$ cat config.mk
export PLATFORM = sky130hd
export DESIGN_NAME = oled_result_formatter
export DESIGN_NICKNAME = d
export VERILOG_FILES = /design/src/rtl/oled_fmt_pkg.sv /design/src/rtl/oled_result_formatter_nibble_to_ascii.sv /design/src/rtl/oled_result_formatter.sv
export SDC_FILE = /design/constraint.sdc
export NUM_CORES = 1
export LEC_CHECK = 0
export ABC_AREA = 1
export BUFFER_PORTS_ARGS = -buffer_cell sky130_fd_sc_hd__buf_2
export CELL_PAD_IN_SITES_DETAIL_PLACEMENT = 1
export CELL_PAD_IN_SITES_GLOBAL_PLACEMENT = 1
export CORE_MARGIN = 4
export CORE_UTILIZATION = 35
export DETAILED_ROUTE_END_ITERATION = 12
export GPL_TIMING_DRIVEN = 0
export PLACE_DENSITY = 0.74
export SLEW_MARGIN = 15
export SYNTH_ARGS = -nofsm -noshare
export SYNTH_HDL_FRONTEND = slang
export SYNTH_SLANG_ARGS = --single-unit
$ cat constraint.sdc
create_clock -name clk -period 7.22 [get_ports clk]
set_clock_uncertainty 0.2 [all_clocks]
set_input_delay 1.805 -clock clk [delete_from_list [all_inputs] [get_ports clk]]
set_output_delay 1.805 -clock clk [all_outputs]
set_load 0.02 [all_outputs]
$ cat src/rtl/oled_fmt_pkg.sv
// Shared definitions for the OLED result formatter: FSM states, line column
// positions, ASCII codes and the printable-character filter.
package oled_fmt_pkg;

    typedef enum logic [1:0] {
        IDLE = 2'd0,
        SEND = 2'd1,
        DONE = 2'd2
    } state_t;

    // Column positions on the 16-character line
    localparam logic [3:0] COL_OP0  = 4'd0;   // first opcode character
    localparam logic [3:0] COL_SP0  = 4'd4;   // separator between opcode and value
    localparam logic [3:0] COL_HEX0 = 4'd7;   // most significant hex digit
    localparam logic [3:0] COL_LAST = 4'd15;  // trailing space, end of line

    // ASCII codes used to build the line
    localparam logic [7:0] ASCII_SPACE = 8'h20;
    localparam logic [7:0] ASCII_0     = 8'h30;
    localparam logic [7:0] ASCII_A     = 8'h41;
    localparam logic [7:0] ASCII_X     = 8'h78;

    // Opcode bytes outside the printable range would confuse the character
    // driver, so they are shown as a blank instead.
    function automatic logic [7:0] printable_or_space(input logic [7:0] b);
        logic [7:0] r;
        if ((b >= 8'h20) && (b <= 8'h7E)) begin
            r = b;
        end else begin
            r = ASCII_SPACE;
        end
        return r;
    endfunction

endpackage

$ cat src/rtl/oled_result_formatter_nibble_to_ascii.sv
// nibble_to_ascii: combinational 4-bit value to uppercase hex ASCII digit.
module nibble_to_ascii
    import oled_fmt_pkg::*;
(
    input  logic [3:0] i_nibble,
    output logic [7:0] o_ascii
);

    // Digits 0-9 map onto '0'..'9', 10-15 onto 'A'..'F'
    always_comb begin
        if (i_nibble < 4'd10) begin
            o_ascii = ASCII_0 + {4'd0, i_nibble};
        end else begin
            o_ascii = ASCII_A + {4'd0, i_nibble} - 8'd10;
        end
    end

endmodule

$ cat src/rtl/oled_result_formatter.sv
// oled_result_formatter: prints the held result word and 4-byte opcode text as
// one 16-character ASCII line, one character per valid/ready handshake.
// A frame starts after reset and whenever either input word changes; a change
// seen mid-frame is remembered and printed as a single follow-up frame.
// Line: "OOOO 0xHHHHHHHH " (opcode, space, "0x", 8 hex digits, space).
// Optional build macro OLED_FMT_ZERO_BLANK_EN: leading zero hex digits in
// columns 7-13 print as spaces; column 14 always prints a digit.
module oled_result_formatter
    import oled_fmt_pkg::*;
(
    input  logic        clk,
    input  logic        rst,
    input  logic [31:0] OLED_data,
    input  logic [31:0] OLED_opcode_disp,
    input  logic        char_ready,
    output logic [7:0]  char_out,
    output logic [3:0]  char_col,
    output logic        char_valid,
    output logic        busy,
    output logic        frame_done
);

    // Registered state
    state_t      r_state;
    logic [31:0] r_snap_data;
    logic [31:0] r_snap_op;
    logic        r_pending;
    logic [3:0]  r_col;
    logic [7:0]  r_char_out;
    logic        r_char_valid;
    logic        r_busy;
    logic        r_frame_done;

    // Next-state and datapath wires
    state_t      w_state_nxt;
    logic [3:0]  w_col_nxt;
    logic        w_pending_nxt;
    logic        w_busy_nxt;
    logic        w_frame_done_nxt;
    logic        w_capture;
    logic        w_change;
    logic [31:0] w_data_nxt;
    logic [31:0] w_op_nxt;
    logic [3:0]  w_hex_idx;
    logic [3:0]  w_nibble;
    logic [7:0]  w_hex_char;
    logic [7:0]  w_digit_char;
    logic [7:0]  w_char_fmt;
    logic [7:0]  w_char_out_nxt;

    // Either input word differs from what was last captured for printing
    assign w_change = (OLED_data != r_snap_data) || (OLED_opcode_disp != r_snap_op);

    // Frame sequencing: start, per-character advance, completion, change tracking
    always_comb begin
        w_state_nxt      = r_state;
        w_col_nxt        = r_col;
        w_pending_nxt    = r_pending;
        w_busy_nxt       = r_busy;
        w_frame_done_nxt = 1'b0;
        w_capture        = 1'b0;
        case (r_state)
            IDLE: begin
                if (r_pending || w_change) begin
                    w_state_nxt   = SEND;
                    w_capture     = 1'b1;
                    w_col_nxt     = COL_OP0;
                    w_pending_nxt = 1'b0;
                    w_busy_nxt    = 1'b1;
                end else begin
                    w_busy_nxt    = 1'b0;
                end
            end
            SEND: begin
                // A change during the frame is only remembered; the frame in
                // flight keeps printing the snapshot.
                w_pending_nxt = r_pending | w_change;
                if (r_char_valid && char_ready) begin
                    if (r_col == COL_LAST) begin
                        w_state_nxt      = DONE;
                        w_frame_done_nxt = 1'b1;
                    end else begin
                        w_col_nxt = r_col + 4'd1;
                    end
                end else begin
                    w_state_nxt = SEND;
                end
            end
            DONE: begin
                w_pending_nxt = r_pending | w_change;
                w_state_nxt   = IDLE;
                w_busy_nxt    = 1'b0;
            end
            default: begin
                w_state_nxt = IDLE;
                w_busy_nxt  = 1'b0;
            end
        endcase
    end

    // Snapshot values as they will be after this edge; the output character
    // is formatted from these so it is ready in the same cycle valid rises.
    assign w_data_nxt = w_capture ? OLED_data        : r_snap_data;
    assign w_op_nxt   = w_capture ? OLED_opcode_disp : r_snap_op;

    // Hex digit position 0..7 counted from the most significant nibble
    assign w_hex_idx = w_col_nxt - COL_HEX0;

    // Select the nibble shown at the upcoming hex column
    always_comb begin
        case (w_hex_idx)
            4'd0:    w_nibble = w_data_nxt[31:28];
            4'd1:    w_nibble = w_data_nxt[27:24];
            4'd2:    w_nibble = w_data_nxt[23:20];
            4'd3:    w_nibble = w_data_nxt[19:16];
            4'd4:    w_nibble = w_data_nxt[15:12];
            4'd5:    w_nibble = w_data_nxt[11:8];
            4'd6:    w_nibble = w_data_nxt[7:4];
            4'd7:    w_nibble = w_data_nxt[3:0];
            default: w_nibble = 4'd0;
        endcase
    end

    nibble_to_ascii u_nibble_to_ascii (
        .i_nibble (w_nibble),
        .o_ascii  (w_hex_char)
    );

`ifdef OLED_FMT_ZERO_BLANK_EN
    logic w_lead_zero;

    // A digit is blanked when it and every more significant nibble are zero;
    // the least significant digit is never blanked so zero still shows.
    always_comb begin
        case (w_hex_idx)
            4'd0:    w_lead_zero = (w_data_nxt[31:28] == 4'd0);
            4'd1:    w_lead_zero = (w_data_nxt[31:24] == 8'd0);
            4'd2:    w_lead_zero = (w_data_nxt[31:20] == 12'd0);
            4'd3:    w_lead_zero = (w_data_nxt[31:16] == 16'd0);
            4'd4:    w_lead_zero = (w_data_nxt[31:12] == 20'd0);
            4'd5:    w_lead_zero = (w_data_nxt[31:8]  == 24'd0);
            4'd6:    w_lead_zero = (w_data_nxt[31:4]  == 28'd0);
            default: w_lead_zero = 1'b0;
        endcase
    end

    assign w_digit_char = w_lead_zero ? ASCII_SPACE : w_hex_char;
`else
    assign w_digit_char = w_hex_char;
`endif

    // Build the character for the upcoming column of the line layout
    always_comb begin
        case (w_col_nxt)
            COL_OP0:  w_char_fmt = printable_or_space(w_op_nxt[31:24]);
            4'd1:     w_char_fmt = printable_or_space(w_op_nxt[23:16]);
            4'd2:     w_char_fmt = printable_or_space(w_op_nxt[15:8]);
            4'd3:     w_char_fmt = printable_or_space(w_op_nxt[7:0]);
            COL_SP0:  w_char_fmt = ASCII_SPACE;
            4'd5:     w_char_fmt = ASCII_0;
            4'd6:     w_char_fmt = ASCII_X;
            COL_LAST: w_char_fmt = ASCII_SPACE;
            default:  w_char_fmt = w_digit_char;
        endcase
    end

    // Only load a new character while a frame is being sent; otherwise hold
    assign w_char_out_nxt = (w_state_nxt == SEND) ? w_char_fmt : r_char_out;

    // State, snapshot and output registers with synchronous reset
    always_ff @(posedge clk) begin
        if (rst) begin
            r_state      <= IDLE;
            r_snap_data  <= 32'd0;
            r_snap_op    <= 32'd0;
            r_pending    <= 1'b1;
            r_col        <= 4'd0;
            r_char_out   <= 8'd0;
            r_char_valid <= 1'b0;
            r_busy       <= 1'b0;
            r_frame_done <= 1'b0;
        end else begin
            r_state      <= w_state_nxt;
            r_snap_data  <= w_data_nxt;
            r_snap_op    <= w_op_nxt;
            r_pending    <= w_pending_nxt;
            r_col        <= w_col_nxt;
            r_char_out   <= w_char_out_nxt;
            r_char_valid <= (w_state_nxt == SEND);
            r_busy       <= w_busy_nxt;
            r_frame_done <= w_frame_done_nxt;
        end
    end

    assign char_out   = r_char_out;
    assign char_col   = r_col;
    assign char_valid = r_char_valid;
    assign busy       = r_busy;
    assign frame_done = r_frame_done;

endmodule

==> flow_metrics.tcl, run 1 <==
set metrics [dict create \
    placement.setup.worst_slack_ps 1910 \
    cts_tree "built" \
    remaining_drc_errors 0 \
    drt_iter0_drc 232 \
    placeableCoreArea_um2 16100 \
    synth_xor_area_frac 0.0196 \
    ctsHoldBuffers 0 \
    timing.critical_path.fanout_max 10 \
    synth.top_cells.by_area "dfxtp_1, nand2_1, nor2_1, inv_1, o21ai_0" \
    row_count 46 \
    routedWlPerCell_um 14.6 \
    fin_ws_ps 2320 \
    die_w_um 137 \
    power.combinational.fraction 0.281 \
    setup.worst_path.class "primary input to flip-flop" \
    end_kind "flip-flop" \
    fin_nets 1170 \
    cts_root_buffer "clkbuf_16" \
    power.density_nw_per_um2 197 \
    number_of_antenna_violations_at_the_first_check_in_global_routing 0 \
    seqPwrFrac 0.390 \
    leading_cell_type_in_the_layout_fill_and_taps_excluded "nand2_1" \
    cts_repair_resize_count 0 \
    synthesized_area_fraction_occupied_by_ao_oa_aoi_and_oai_cells 0.102 \
    grt_setup_unrepaired "false" \
    floorplan.initialDensity 0.362 \
    vias_per_cell 4.70 \
    switching_share_of_power 0.354 \
    number_of_filler_instances_in_the_final_layout 2284 \
    ant_nets 0 \
    synth.top_cell.area_share 0.282 \
    cts_num_sinks 82 \
    first_global_vias 6377 \
    async_flop_share 0 \
    synth_largest_area_cell "dfxtp_1" \
    min_path_type "flip-flop to flip-flop" \
    synthDistinctLibCells 44 \
    max-vdd-ir-drop_mv 0.111 \
    clock_tree.htree_level_count 3 \
    period_minus_slack_ps 4900 \
    holdPathStages 2 \
    max-slew-margin-rel 0.529 \
    cellLeakagePower_nw 3.59 \
    worst_pin_slew_ps 704 \
    final_core_utilization 0.420 \
    netlist_area_um2 5810 \
    synth_simple_gate_area_frac 0.428 \
    synthFlopType "dfxtp_1" \
    cts.reportedPaths.clkPinSlew_ps 60 \
    routed-via-count 6208 \
    timing.setup.tns_ps 0 \
    portBuffers 80 \
    timing.hold.ws_ps 243 \
    hold_viol 0 \
    pwr-share-clk 0.329 \
    post-cts-setup-buffer-count 0 \
    grt_first_pass_wirelength_mm 31.1 \
    slew_viol_final 0 \
    p_int_mw 0.861 \
    overflow_after_grt 0 \
    synthesis.yosys.warnings 0 \
    final_cell_mix "nand2_1, nor2_1, inv_1, buf_2, dfxtp_1" \
    post_synthesis_sequential_element_count 82 \
    grt_start_max_net_pins 13 \
    synth.yosys.seq_area_share 0.282 \
    top_ports 82 \
    drive_gt1_frac 0.148 \
    syn_nets 1079 \
    max_cap_viol 0 \
    inserted_clock_buffers 9 \
    multiInputGateArea_um2 3280 \
    r2r.worst_path.cells 25 \
    cts-root-to-sink-buffers 2 \
    n_antenna_cell 0 \
    place_hpwl_mm 15.5 \
    mean_syn_cell_area_um2 5.77 \
    synth-edff-count 0 \
    combinational_family_with_the_most_area_after_synthesis "simple AND/OR/NAND/NOR gates" \
    globalRouteTotalUtil 0.216 \
    run_status "finished clean" \
    routed_wl_mm 19.3 \
    synth_mux_area_frac 0.00517 \
    min_period_over_period 0.679 \
    sw_power_mw 0.471 \
    syn-instance-count 1008 \
    die_h_um 137 \
    synthAdderAreaFrac 0.00861 \
    fin_total_pwr_mw 1.33 \
    setup_viol 0 \
    finalWeightedCongestion 0.885 \
    timing.critical_path.arrival_ps 4960 \
    critical_path_required_ps 7270 \
    syn2layout_area_growth_pct 16.1 \
    timing.critical_path.from_type "primary input" \
    first_pass_iteration_count_of_the_detailed_router 4 \
    ff_latch_area_um2 1640 \
    die_footprint_um2 18700 \
    worstSkewPairLatency_ps 360 \
    clock.fmax_mhz 204 \
]
[worst max-delay path, cell delays in order]
cell and delay, ps:
buf_2 90, inv_1 60, nand2_1 60, nand2_1 70, nor2_1 120, nand3_1 90
nor2_1 180, nand2_1 160, nor2_4 180, nand3_4 170, nand2_8 140, buf_12 150
buf_6 160, buf_6 170, mux2i_1 290, o22a_1 190, nand2_1 80, nor2_2 140
ha_1 230, inv_1 60, nand2_1 60, nand2_1 50, nand2_1 60, nand3_1 80
nand2_1 70, inv_1 30
[metrics by stage]
| step | area (µm²) | instances |
|---|---|---|
| finish | 6750 | 1320 |
| CTS | 6750 | 1320 |
| floorplan | 5810 | 1008 |
| global route | 6750 | 1320 |
| detailed placement | 6480 | 1304 |
| global placement | 6480 | 1304 |
[power groups by stage]
stage	logic, mW	clock network [mW]	registers [mW]
final	0.374	0.439	0.519
after global routing	0.427	0.471	0.524
after CTS	0.378	0.450	0.519
after detailed placement	0.376	0	0.529
after global placement	0.366	0	0.527
after floorplan	0.248	0	0.531
[worst paths after layout]
path / start / endpoint / slack (ps)
setup / recovery: OLED_opcode_disp[19] / char_out[2] / 2320
hold / removal: char_out[7] / char_out[7] / 240
setup reg to reg: r_snap_op[19] / char_out[2] / 3500
hold reg to reg: char_out[7] / char_out[7] / 240
[routing by layer]
metal,track usage,vias up,part of all wire
met3,0.0268,33,0.037
li1,-,3242,-
met4,0.0887,0,0.031
met1,0.263,2841,0.44
met2,0.384,92,0.49
met5,0,-,0
[cells by family (layout without fill, tap and decap cells)]
kind of cell	count (synthesis)	in the layout
xor+xnor	13	13
compound gates	102	102
fa+ha+maj	4	4
mux	3	3
simple gates	593	593
flops	82	82
buf+inv	211	307
[sequential cells by signal, summed over array words and instances, names as in the netlist]
signal and count:
r_state 2, r_snap_data 32, char_out 8, r_snap_op 32, busy 1, frame_done 1
char_valid 1, r_pending 1, char_col 4
[layout make-up]
type	count	area share
multi-input combinational	715	0.486
sequential	82	0.243
inverter	185	0.103
clock buffer	13	0.0371
timing repair buffer	80	0.0593
buffer	26	0.0293
clock inverter	3	0.00223
tap	216	0.0401
[synth_stat cells (4+ instances only)]
cell type / instances
nand2_1: 315
nor2_1: 179
inv_1: 176
dfxtp_1: 82
o21ai_0: 42
nand3_1: 36
nand4_1: 26
o21ai_1: 21
a21oi_1: 15
o21ai_2: 10
xnor2_1: 10
clkbuf_1: 9
nor2_2: 9
inv_2: 8
buf_6: 7
nand2_2: 6
buf_2: 4
buf_4: 4
ha_1: 4
nand3_2: 4
or2_2: 4
Power figures use the tool's default switching activity.
==> inputs of run 2 (changes only) <==
--- a/config.mk
+++ b/config.mk
@@ -5,7 +5,7 @@
 export SDC_FILE = /design/constraint.sdc
 export NUM_CORES = 1
 export LEC_CHECK = 0
-export ABC_AREA = 1
+export ABC_AREA = 0
 export BUFFER_PORTS_ARGS = -buffer_cell sky130_fd_sc_hd__buf_2
 export CELL_PAD_IN_SITES_DETAIL_PLACEMENT = 1
 export CELL_PAD_IN_SITES_GLOBAL_PLACEMENT = 1
@@ -13,7 +13,7 @@
 export CORE_UTILIZATION = 35
 export DETAILED_ROUTE_END_ITERATION = 12
 export GPL_TIMING_DRIVEN = 0
-export PLACE_DENSITY = 0.74
+export PLACE_DENSITY = 0.72
 export SLEW_MARGIN = 15
 export SYNTH_ARGS = -nofsm -noshare
 export SYNTH_HDL_FRONTEND = slang
==> constraint.sdc (replaced) <==
create_clock -name clk -period 4.3 [get_ports clk]
set_clock_uncertainty 0.2 [all_clocks]
set_input_delay 1.075 -clock clk [delete_from_list [all_inputs] [get_ports clk]]
set_output_delay 1.075 -clock clk [all_outputs]
set_load 0.02 [all_outputs]
==> run 2 against run 1 <==
  * The run now ends with setup timing left
  * Via count is 5.7% lower
  * Global-route usage grew 5.5 points
  * Count of clock-buffer cells in the layout fell by 3
  * Synthesized cell count shrank 37%
  * Power rose by 77%
  * First-iteration DRC count increased by 120%
  * Routed wire length is 27% higher
  * Clock power rose by 120%
  * Critical endpoint is now char_out[6]
  * Largest cell class unchanged
  * Largest power group is now the clock network
  * Highest routed layer unchanged
==> flow_metrics.tcl, run 2 <==
set metrics [dict create \
    placement.setup.worst_slack_ps -1060 \
    number_of_filler_instances_in_the_final_layout 1679 \
    setup_viol 7 \
    synth.yosys.seq_area_share 0.325 \
    finalWeightedCongestion 0.888 \
    inserted_clock_buffers 9 \
    power.combinational.fraction 0.229 \
    floorplan.initialDensity 0.361 \
    multiInputGateArea_um2 3660 \
    place_hpwl_mm 16.0 \
    p_int_mw 1.62 \
    mean_syn_cell_area_um2 7.99 \
    seqPwrFrac 0.368 \
    period_minus_slack_ps 4800 \
    synthesized_area_fraction_occupied_by_ao_oa_aoi_and_oai_cells 0.179 \
    critical_path_required_ps 4310 \
    timing.critical_path.fanout_max 10 \
    fin_total_pwr_mw 2.35 \
    slew_viol_final 0 \
    cts-root-to-sink-buffers 2 \
    die_h_um 128 \
    timing.setup.tns_ps -2270 \
    min_path_type "flip-flop to flip-flop" \
    cp_num_buf_inv 4 \
    clock_tree.htree_level_count 3 \
    worst_pin_slew_ps 827 \
    timing.critical_path.from_type "primary input" \
    max_cap_viol 0 \
    synth_most_common_cell "nor2_1" \
    netlist_area_um2 5060 \
    synthDistinctLibCells 73 \
    placedInstanceArea_um2 5720 \
    row_count 43 \
    synth.top_cell.area_share 0.325 \
    drt_iter0_drc 504 \
    die_footprint_um2 16400 \
    ant_nets 0 \
    top_ports 82 \
    cellLeakagePower_nw 2.96 \
    globalRouteTotalUtil 0.270 \
    combinational_family_with_the_most_area_after_synthesis "simple AND/OR/NAND/NOR gates" \
    first_global_vias 5834 \
    cts.reportedPaths.clkPinSlew_ps 70 \
    syn-instance-count 633 \
    finish.cell_count_without_fillers 971 \
    cts_num_sinks 82 \
    cts_root_buffer "clkbuf_16" \
    routedWlPerCell_um 25.2 \
    synth_top_cells_by_count "nor2_1, dfxtp_1, nand2_1" \
    min_period_over_period 1.12 \
    routed-via-count 5856 \
    switching_share_of_power 0.313 \
    holdPathStages 1 \
    synth-edff-count 0 \
    failed_checks "setup timing" \
    syn2layout_area_growth_pct 44.0 \
    max-vdd-ir-drop_mv 0.195 \
    run_status "finished with violations" \
    final_cell_area_um2 7280 \
    cp.depth 17 \
    synthesis.yosys.warnings 0 \
    leading_cell_type_in_the_layout_fill_and_taps_excluded "nor2_1" \
    end_kind "flip-flop" \
    fin_nets 857 \
    cts_tree "built" \
    async_flop_share 0 \
    power.density_nw_per_um2 323 \
    synth_largest_area_cell "dfxtp_1" \
    critical_path.max_stage_delay_ps 450 \
    final_core_utilization 0.521 \
    grt_start_max_net_pins 15 \
    place.detailed.instances 894 \
    fin_ws_ps -496 \
    placeableCoreArea_um2 14000 \
    worstSkewPairLatency_ps 370 \
    remaining_drc_errors 0 \
    critical-path-slowest-cell "or3_4" \
    clock.fmax_mhz 209 \
    grt_setup_unrepaired "true" \
    synthAdderAreaFrac 0.00990 \
    syn_nets 704 \
    r2r.worst_path.cells 16 \
    grt_first_pass_wirelength_mm 33.5 \
    first_pass_iteration_count_of_the_detailed_router 5 \
    die_w_um 128 \
    drive_gt1_frac 0.334 \
    ff_latch_area_um2 1640 \
    n_antenna_cell 0 \
    number_of_antenna_violations_at_the_first_check_in_global_routing 0 \
    setup.worst_path.class "primary input to flip-flop" \
    max-slew-margin-rel 0.449 \
    hold_viol 0 \
    crit_family "simple AND/OR/NAND/NOR gates" \
    overflow_after_grt 0 \
    vias_per_cell 6.03 \
    synth_xor_area_frac 0.0797 \
    synthFlopType "dfxtp_1" \
    synth.top_cells.by_area "dfxtp_1, mux2i_1, nor2_1, xor2_1, nand2_1" \
    final_cell_mix "nor2_1, dfxtp_1, buf_2, nand2_1, buf_4" \
    routed_wl_mm 24.5 \
    sw_power_mw 0.737 \
    post_synthesis_sequential_element_count 82 \
    synth_simple_gate_area_frac 0.258 \
    timing.critical_path.arrival_ps 4810 \
    pwr-share-clk 0.403 \
    synth_mux_area_frac 0.0960 \
    critical_path.cell_chain "buf_2 > xor2_2 > nor4_1 > nand4_1 > or3_4 > buf_6 > o31a_1 > clkbuf_8 > nand2_1 > o22ai_2 > a21oi_1 > o2bb2ai_2 > ha_4 > inv_2 > a211oi_2 > or2_1 > o32ai_2" \
    portBuffers 81 \
    timing.hold.ws_ps 274 \
]
[run 2: worst register-to-register path, delay by kind of cell (launching register included)]
kind                     cells  cell delay (ps)
XOR/XNOR                     1              200
AO/OA/AOI/OAI                6             1300
buffers and inverters        3              430
flip-flops                   1              350
adder cells (fa/ha/maj)      1              180
AND/OR/NAND/NOR              5             1510
[run 2: cell type report]
type                    count  area share
plain buffers              35      0.0405
clock buffers              10      0.0328
clock inverters             6      0.0153
inverters                  26      0.0144
multi-input cells         490       0.503
flip-flops and latches     82       0.225
well taps                 180      0.0309
repair buffers            142       0.138
[run 2: logic make-up after synthesis]
| logic type | Yosys count |
|---|---|
| xor gates and xnor gates | 46 |
| DFF | 82 |
| and+or+nand+nor | 274 |
| buffers and inverters | 61 |
| AOI/OAI and AO/OA | 119 |
| muxes | 47 |
| adders and majority gates | 4 |
[run 2: repair_timing]
| item | in CTS | in global routing |
|---|---|---|
| buffers inserted | 38 | 23 |
| resized for setup | 104 | 56 |
| pin swaps | 47 | 32 |
| setup endpoints to repair | 21 | 7 |
| cloned | 1 | 0 |
| hold buffers | 0 | 0 |
[run 2: per-layer routing]
layer	up-vias	part of all wire	GRT usage
li1	2577	-	-
met5	-	0	0
met2	294	0.48	0.441
met1	2902	0.40	0.342
met3	83	0.067	0.0496
met4	0	0.049	0.134
[run 2: path summary, 6_finish.rpt]
kind	slack, ps	startpoint	to
setup / recovery	-500	OLED_data[14]	char_out[6]
hold / removal	270	char_out[7]	char_out[7]
setup reg to reg	-30	r_snap_op[26]	char_out[6]
hold reg to reg	270	char_out[7]	char_out[7]
[run 2: power by group through the flow]
| stage | Combinational [mW] | Clock, mW | Sequential (mW) |
|---|---|---|---|
| after floorplan | 0.251 | 0 | 0.872 |
| after global placement | 0.418 | 0 | 0.872 |
| after detailed placement | 0.426 | 0 | 0.876 |
| after CTS | 0.490 | 0.945 | 0.863 |
| after global routing | 0.568 | 0.983 | 0.871 |
| final | 0.539 | 0.948 | 0.866 |
